[config.mk]
export PLATFORM = sky130hd
export DESIGN_NAME = lsu_mem_adapter_flat
export DESIGN_NICKNAME = d
export VERILOG_FILES = /design/src/rtl/lsu_mem_adapter_if.sv /design/src/rtl/lsu_mem_adapter.sv /design/src/flat_wrapper.sv
export SDC_FILE = /design/constraint.sdc
export NUM_CORES = 1
export LEC_CHECK = 0
export ABC_AREA = 1
export BUFFER_PORTS_ARGS = -buffer_cell sky130_fd_sc_hd__buf_4
export CAP_MARGIN = 15
export CORE_AREA = 2 2 166 119
export CTS_CLUSTER_SIZE = 20
export DETAILED_ROUTE_END_ITERATION = 6
export DIE_AREA = 0 0 168 121
export PLACE_DENSITY = 0.69
export SLEW_MARGIN = 20
export SYNTH_ARGS = -nofsm -noshare
export SYNTH_HDL_FRONTEND = slang
export SYNTH_SLANG_ARGS = --single-unit
export TNS_END_PERCENT = 30
[constraint.sdc]
create_clock -name clk -period 1.8 [get_ports clk]
set_input_delay 0.18 -clock clk [delete_from_list [all_inputs] [get_ports clk]]
set_output_delay 0.18 -clock clk [all_outputs]
set_load 0.02 [all_outputs]
[src/rtl/lsu_mem_adapter_if.sv]
// rtl/lsu_mem_adapter_if.sv - request/response/memory bus bundle for the load/store adapter
//
// Purpose: groups the execute-side request, the completion response and the
// word-wide data-memory port into one bundle.
// Ports (signals):
//    req_valid/req_ready/req_we/req_addr/req_wdata/req_funct3 : request from execute
//    resp_valid/resp_rdata/resp_err                           : one-cycle completion
//    mem_addr/mem_wren/mem_wr_data/mem_funct3/mem_rd_data     : word access to data RAM
// Modports: slave = adapter view, master = execute/memory environment view.

interface lsu_mem_adapter_if #(
   parameter int WIDTH = 32
);
   typedef logic [2:0] funct3_t;

   logic             req_valid;
   logic             req_ready;
   logic             req_we;
   logic [WIDTH-1:0] req_addr;
   logic [WIDTH-1:0] req_wdata;
   funct3_t          req_funct3;

   logic             resp_valid;
   logic [WIDTH-1:0] resp_rdata;
   logic             resp_err;

   logic [WIDTH-1:0] mem_addr;
   logic             mem_wren;
   logic [WIDTH-1:0] mem_wr_data;
   funct3_t          mem_funct3;
   logic [WIDTH-1:0] mem_rd_data;

   modport slave (
      input  req_valid, req_we, req_addr, req_wdata, req_funct3, mem_rd_data,
      output req_ready, resp_valid, resp_rdata, resp_err,
             mem_addr, mem_wren, mem_wr_data, mem_funct3
   );

   modport master (
      output req_valid, req_we, req_addr, req_wdata, req_funct3, mem_rd_data,
      input  req_ready, resp_valid, resp_rdata, resp_err,
             mem_addr, mem_wren, mem_wr_data, mem_funct3
   );
endinterface

[src/rtl/lsu_mem_adapter.sv]
// rtl/lsu_mem_adapter.sv - load/store adapter with sub-word read-modify-write
//
// Purpose: accepts one load or store at a time, issues word-aligned accesses to
// a RAM without byte enables (sub-word stores become read-modify-write),
// extracts and extends load lanes, and flags misaligned/illegal requests.
// Ports:
//    clk : rising-edge clock
//    rst : asynchronous active-low reset
//    bus : lsu_mem_adapter_if.slave (request, response, memory port)

module lsu_mem_adapter #(
   parameter int WIDTH = 32
) (
   input  logic             clk,
   input  logic             rst,
   lsu_mem_adapter_if.slave bus
);
   if (WIDTH != 32) begin : g_width_check
      $error("lsu_mem_adapter: only WIDTH = 32 is supported");
   end

   typedef enum logic [2:0] {S_IDLE, S_READ, S_DATA, S_WRITE, S_RESP} state_t;

   localparam logic [2:0] F3_B  = 3'b000;
   localparam logic [2:0] F3_H  = 3'b001;
   localparam logic [2:0] F3_W  = 3'b010;
   localparam logic [2:0] F3_BU = 3'b100;
   localparam logic [2:0] F3_HU = 3'b101;

   state_t           state_q, state_d;
   logic             we_q, we_d;
   logic [1:0]       lane_q, lane_d;       // byte offset within the word
   logic [2:0]       f3_q, f3_d;
   logic [15:0]      sdata_q, sdata_d;     // low store bits, only needed for sub-word merges
   logic [WIDTH-1:0] mem_addr_q, mem_addr_d;
   logic [WIDTH-1:0] mem_wr_data_q, mem_wr_data_d;
   logic [WIDTH-1:0] resp_rdata_q, resp_rdata_d;
   logic             resp_err_q, resp_err_d;

   logic             accept;
   logic             req_error;
   logic [7:0]       byte_sel;
   logic [15:0]      half_sel;
   logic [WIDTH-1:0] load_data;
   logic [WIDTH-1:0] merged;

   // Ready is gated by the reset pin itself so nothing is accepted while held in reset.
   assign bus.req_ready   = (state_q == S_IDLE) && rst;
   assign accept          = bus.req_valid && bus.req_ready;
   // Decoded from state only: an asynchronous reset kills a pending write immediately.
   assign bus.mem_wren    = (state_q == S_WRITE);
   assign bus.resp_valid  = (state_q == S_RESP);
   assign bus.mem_addr    = mem_addr_q;
   assign bus.mem_wr_data = mem_wr_data_q;
   assign bus.resp_rdata  = resp_rdata_q;
   assign bus.resp_err    = resp_err_q;
   assign bus.mem_funct3  = F3_W;

   always_comb begin
      req_error = 1'b0;
      if (bus.req_funct3 == 3'b011 || bus.req_funct3[2:1] == 2'b11)
         req_error = 1'b1;
      if (bus.req_we && bus.req_funct3[2])
         req_error = 1'b1;     // no unsigned stores
      if (bus.req_funct3[1:0] == 2'b01 && bus.req_addr[0])
         req_error = 1'b1;
      if (bus.req_funct3[1:0] == 2'b10 && bus.req_addr[1:0] != 2'b00)
         req_error = 1'b1;
   end

   // Lane extraction and store merge both work on the word read back in DATA.
   always_comb begin
      byte_sel = bus.mem_rd_data[{lane_q, 3'b000} +: 8];
      half_sel = bus.mem_rd_data[{lane_q[1], 4'b0000} +: 16];
      case (f3_q)
         F3_B:    load_data = {{(WIDTH-8){byte_sel[7]}}, byte_sel};
         F3_H:    load_data = {{(WIDTH-16){half_sel[15]}}, half_sel};
         F3_BU:   load_data = {{(WIDTH-8){1'b0}}, byte_sel};
         F3_HU:   load_data = {{(WIDTH-16){1'b0}}, half_sel};
         default: load_data = bus.mem_rd_data;
      endcase
      merged = bus.mem_rd_data;
      if (f3_q[0])
         merged[{lane_q[1], 4'b0000} +: 16] = sdata_q;
      else
         merged[{lane_q, 3'b000} +: 8] = sdata_q[7:0];
   end

   always_comb begin
      state_d       = state_q;
      we_d          = we_q;
      lane_d        = lane_q;
      f3_d          = f3_q;
      sdata_d       = sdata_q;
      mem_addr_d    = mem_addr_q;
      mem_wr_data_d = mem_wr_data_q;
      resp_rdata_d  = resp_rdata_q;
      resp_err_d    = resp_err_q;
      case (state_q)
         S_IDLE: begin
            if (accept) begin
               we_d         = bus.req_we;
               lane_d       = bus.req_addr[1:0];
               f3_d         = bus.req_funct3;
               sdata_d      = bus.req_wdata[15:0];
               resp_rdata_d = '0;
               resp_err_d   = req_error;
               if (req_error) begin
                  state_d = S_RESP;
               end else begin
                  mem_addr_d = {bus.req_addr[WIDTH-1:2], 2'b00};
                  if (bus.req_we && bus.req_funct3 == F3_W) begin
                     mem_wr_data_d = bus.req_wdata;
                     state_d       = S_WRITE;
                  end else begin
                     state_d = S_READ;
                  end
               end
            end
         end
         S_READ:  state_d = S_DATA;
         S_DATA: begin
            if (we_q) begin
               mem_wr_data_d = merged;
               state_d       = S_WRITE;
            end else begin
               resp_rdata_d = load_data;
               state_d      = S_RESP;
            end
         end
         S_WRITE: state_d = S_RESP;
         S_RESP:  state_d = S_IDLE;
         default: state_d = S_IDLE;
      endcase
   end

   always_ff @(posedge clk or negedge rst) begin
      if (!rst) begin
         state_q       <= S_IDLE;
         we_q          <= 1'b0;
         lane_q        <= 2'b00;
         f3_q          <= 3'b000;
         sdata_q       <= '0;
         mem_addr_q    <= '0;
         mem_wr_data_q <= '0;
         resp_rdata_q  <= '0;
         resp_err_q    <= 1'b0;
      end else begin
         state_q       <= state_d;
         we_q          <= we_d;
         lane_q        <= lane_d;
         f3_q          <= f3_d;
         sdata_q       <= sdata_d;
         mem_addr_q    <= mem_addr_d;
         mem_wr_data_q <= mem_wr_data_d;
         resp_rdata_q  <= resp_rdata_d;
         resp_err_q    <= resp_err_d;
      end
   end
endmodule
[src/flat_wrapper.sv]
// flat-port wrapper written by rule: the top's interface ports become plain ports
module lsu_mem_adapter_flat 
#(
   parameter int WIDTH = 32
)
  (clk, rst, bus_req_valid, bus_req_we, bus_req_addr, bus_req_wdata, bus_req_funct3, bus_mem_rd_data, bus_req_ready, bus_resp_valid, bus_resp_rdata, bus_resp_err, bus_mem_addr, bus_mem_wren, bus_mem_wr_data, bus_mem_funct3);
  lsu_mem_adapter_if #(.WIDTH(WIDTH)) bus_i ();
  input  logic clk;
  input  logic rst;
  input wire logic [$bits(bus_i.req_valid)-1:0] bus_req_valid;
  input wire logic [$bits(bus_i.req_we)-1:0] bus_req_we;
  input wire logic [$bits(bus_i.req_addr)-1:0] bus_req_addr;
  input wire logic [$bits(bus_i.req_wdata)-1:0] bus_req_wdata;
  input wire logic [$bits(bus_i.req_funct3)-1:0] bus_req_funct3;
  input wire logic [$bits(bus_i.mem_rd_data)-1:0] bus_mem_rd_data;
  output wire logic [$bits(bus_i.req_ready)-1:0] bus_req_ready;
  output wire logic [$bits(bus_i.resp_valid)-1:0] bus_resp_valid;
  output wire logic [$bits(bus_i.resp_rdata)-1:0] bus_resp_rdata;
  output wire logic [$bits(bus_i.resp_err)-1:0] bus_resp_err;
  output wire logic [$bits(bus_i.mem_addr)-1:0] bus_mem_addr;
  output wire logic [$bits(bus_i.mem_wren)-1:0] bus_mem_wren;
  output wire logic [$bits(bus_i.mem_wr_data)-1:0] bus_mem_wr_data;
  output wire logic [$bits(bus_i.mem_funct3)-1:0] bus_mem_funct3;
  assign bus_i.req_valid = bus_req_valid;
  assign bus_i.req_we = bus_req_we;
  assign bus_i.req_addr = bus_req_addr;
  assign bus_i.req_wdata = bus_req_wdata;
  assign bus_i.req_funct3 = bus_req_funct3;
  assign bus_i.mem_rd_data = bus_mem_rd_data;
  assign bus_req_ready = bus_i.req_ready;
  assign bus_resp_valid = bus_i.resp_valid;
  assign bus_resp_rdata = bus_i.resp_rdata;
  assign bus_resp_err = bus_i.resp_err;
  assign bus_mem_addr = bus_i.mem_addr;
  assign bus_mem_wren = bus_i.mem_wren;
  assign bus_mem_wr_data = bus_i.mem_wr_data;
  assign bus_mem_funct3 = bus_i.mem_funct3;
  lsu_mem_adapter #(.WIDTH(WIDTH)) u_core (.clk(clk), .rst(rst), .bus(bus_i));
endmodule
==> flow_summary.toml <==
[outcome]
status = "complete, no violations"

[clocking]
cts.sinks = 120
numCtsBuffers = 17
htree_levels = 4
clk_latency_ns = 0.43
cts_tree = "done"
clk_path_buf_depth = 2
postCtsSetupBuffers = 0
clkTransAtPathRegs_ns = 0.06
cts-root-buf = "clkbuf_16"

[route]
final_antenna_net_count = 0
vias_per_cell = 4.97
vias = 7953
drtIter0Drc = 958
routed_wirelength_microns = 25100
wl_per_cell_microns = 15.7
drc = 0
first_pass_iters = 7

[timing]
maxSlewHeadroom_pct = 61.3
final.setup.tns_ns = 0
hold_viol = 0
post-route-period-util_pct = 93.0
worst_pin_slew_ns = 0.580
slew_violations = 0
max_freq_ghz = 0.598
period_needed_ns = 1.67
skew_ns = 0.0136
rsz0062_at_grt = "true"
finalSetupViolCount = 0

[min_path]
hp-start = "bus_req_funct3[0]"
holdPathStages = 3
min_path_type = "in -> reg"

[worst_setup_path]
reg2regPathDepth = 9
end_kind = "output port"
worstReg2RegStart = "u_core.lane_q[1]$_DFFE_PN0P_"
worstSetupPathType = "in -> out"
cp.required_ns = 1.62
critPathLaunchType = "primary input"
cp_max_fo = 19
crit_path_start = "rst"
arrival_ns = 1.49

[die]
chipHeight_microns = 121
die_w_microns = 168
die_area_sq_mm = 0.0203
start_util_pct = 38.4
std_cell_rows = 42
coreArea_sq_mm = 0.0187
io_pins = 206

[yosys]
synth_top_area_cell = "dfrtp_1"
syn_inst = 1106
synth_flop_cell = "dfrtp_1"
yosys.area.top_type_share_pct = 41.9
async_reset_ff_share_pct = 100
yosysSeqAreaShare_pct = 41.9
ys_types = 31
avgSynthCellArea_sq_um = 6.48
yosysWarnings = 0
synth.area.top_cells = "dfrtp_1 42%, nand2_1 30%, o21ai_0 5.8%"
yosysMostFrequentCell = "nand2_1"
synth_edf_count = 0
ys_ff_latch = 120
synthTopCellsByCount = "566 x nand2_1, 120 x dfrtp_1, 83 x o21ai_0, 76 x inv_1, 55 x a21oi_1"
netlist_area_sq_mm = 0.00717

[power]
p_leak_nw = 5.68
clkPwrFrac_pct = 19.5
powerDensity_mw_per_mm2 = 1740
p_comb_share_pct = 54.1
p_int_mw = 9.31
sequentialPowerShare_pct = 26.4
sw_frac_of_total_pct = 46.9
irDropWorstVdd_mv = 0.863
switchingPower_mw = 8.21

[final_layout]
post-route-util_pct = 54.1
nets = 1453
n_antenna_cell = 0
seqCellArea_sq_mm = 0.00300
multi_input_area_sq_mm = 0.00358
instances_no_fill = 1600
fillers = 1819
drive_gt1_share_pct = 21.9
areaGrowthSynthToFinish_pct = 40.9

[grt]
grt_pass1_vias = 7317
grt_max_degree = 103
grtUsageTotal_pct = 25.0
grt_pass1_wl_microns = 39600
grt-ovfl-total = 0
antenna_found_initial = 0

[job]
maxCapViolations = 0

[placed_design]
io_buffers = 200
dpl.hpwl_microns = 17900
placedCellCount = 1526
gp_congestion = 0.951
==> cells by family after synthesis <==
logic type	count (synthesis)	synth area share, %
and+or+nand+nor	687	37.9
buffers and inverters	147	8.88
AOI/OAI and AO/OA	145	10.3
DFF	120	41.9
adders and majority gates	5	0.872
other	2	0.105
==> metrics by stage <==
stage / total power [mW] / hold slack [ns] / cell area, sq um / setup WS [ns]
floorplan: 10.2 / -0.116 / 7180 / 0.0185
global placement: 13.7 / 0.273 / 9050 / 0.0413
detailed placement: 13.8 / 0.275 / 9050 / 0.0235
CTS: 17.3 / 0.00775 / 10100 / 0.0547
global route: 18.8 / 0.0217 / 10100 / -0.0126
finish: 17.5 / 0.0175 / 10100 / 0.127
==> path summary, 6_finish.rpt <==
kind	endpoint	slack, ns
worst max-delay path	bus_req_ready	0.13
worst min-delay path	u_core.f3_q[0]$_DFFE_PN0P_	0.02
worst max register to register	u_core.bus.mem_wr_data[26]$_DFFE_PN0P_	0.14
worst min register to register	u_core.bus.resp_rdata[17]$_DFFE_PN0P_	0.48
max in group asynchronous	u_core.lane_q[1]$_DFFE_PN0P_	0.87
min in group asynchronous	u_core.bus.mem_addr[31]$_DFFE_PN0P_	0.36
==> power by group through the flow <==
stage | combinational, mW | sequential (mW) | clock [mW]
2_1_floorplan | 4.64 | 5.59 | 0
3_3_place_gp | 9.07 | 4.62 | 0
3_5_place_dp | 9.16 | 4.61 | 0
4_1_cts | 9.27 | 4.61 | 3.46
5_1_grt | 10.4 | 4.76 | 3.59
6_report | 9.49 | 4.62 | 3.42
==> critical path, cell delays in order <==
cell	delay, ns
dlygate4sd3_1	0.52
buf_4	0.18
buf_4	0.28
inv_1	0.06
nor2_1	0.10
buf_4	0.15
==> layer usage <==
metal	track usage (%)	routed length [microns]	vias up
li1	-	-	3896
met4	6.09	384	0
met5	0	0	-
met3	6.69	2370	35
met2	35.9	10400	370
met1	37.2	12000	3652
==> sequential cells by signal, indices dropped and copies added (netlist names) <==
name                    flops
u_core.sdata_q             16
u_core.bus.resp_err         1
u_core.lane_q               2
u_core.we_q                 1
u_core.f3_q                 3
u_core.bus.mem_wr_data     32
u_core.bus.resp_rdata      32
u_core.state_q              3
u_core.bus.mem_addr        30
==> final cells by class <==
cell class	count	area share (%)
Multi-Input combinational cell	842	35.5
Sequential cell	120	29.7
Timing Repair Buffer	282	22.9
Clock buffer	17	4.21
Inverter	82	3.08
Tap cell	242	3.00
Clock inverter	15	1.55
==> cell usage in the layout (no fill, tap or decap), types with 2 or more instances in the layout <==
cell type      instances
dlygate4sd3_1         42
dfrtp_1              119
nor3b_1                3
clkinvlp_4             4
inv_6                  6
nor2_2                 3
o21ai_1                2
o211ai_1               2
nor2_1                49
buf_6                  2
inv_1                 74
nand3_2                3
ha_1                   3
nor3_1                 5
buf_4                231
clkbuf_16             17
inv_8                  3
nand2_1              565
a21oi_1               55
conb_1                 5
nand3_1               51
inv_2                  7
ha_4                   2
buf_12                 7
clkinv_4               2
o21ai_0               82
nor2_4                 2
nand2_2                2
==> repair_timing <==
action	CTS	global route
gates resized for setup	1	12
hold buffers	42	0
endpoints found under the setup margin	1	39
cloned	0	0
endpoints found under the hold margin	161	0
Power figures use the tool's default switching activity.
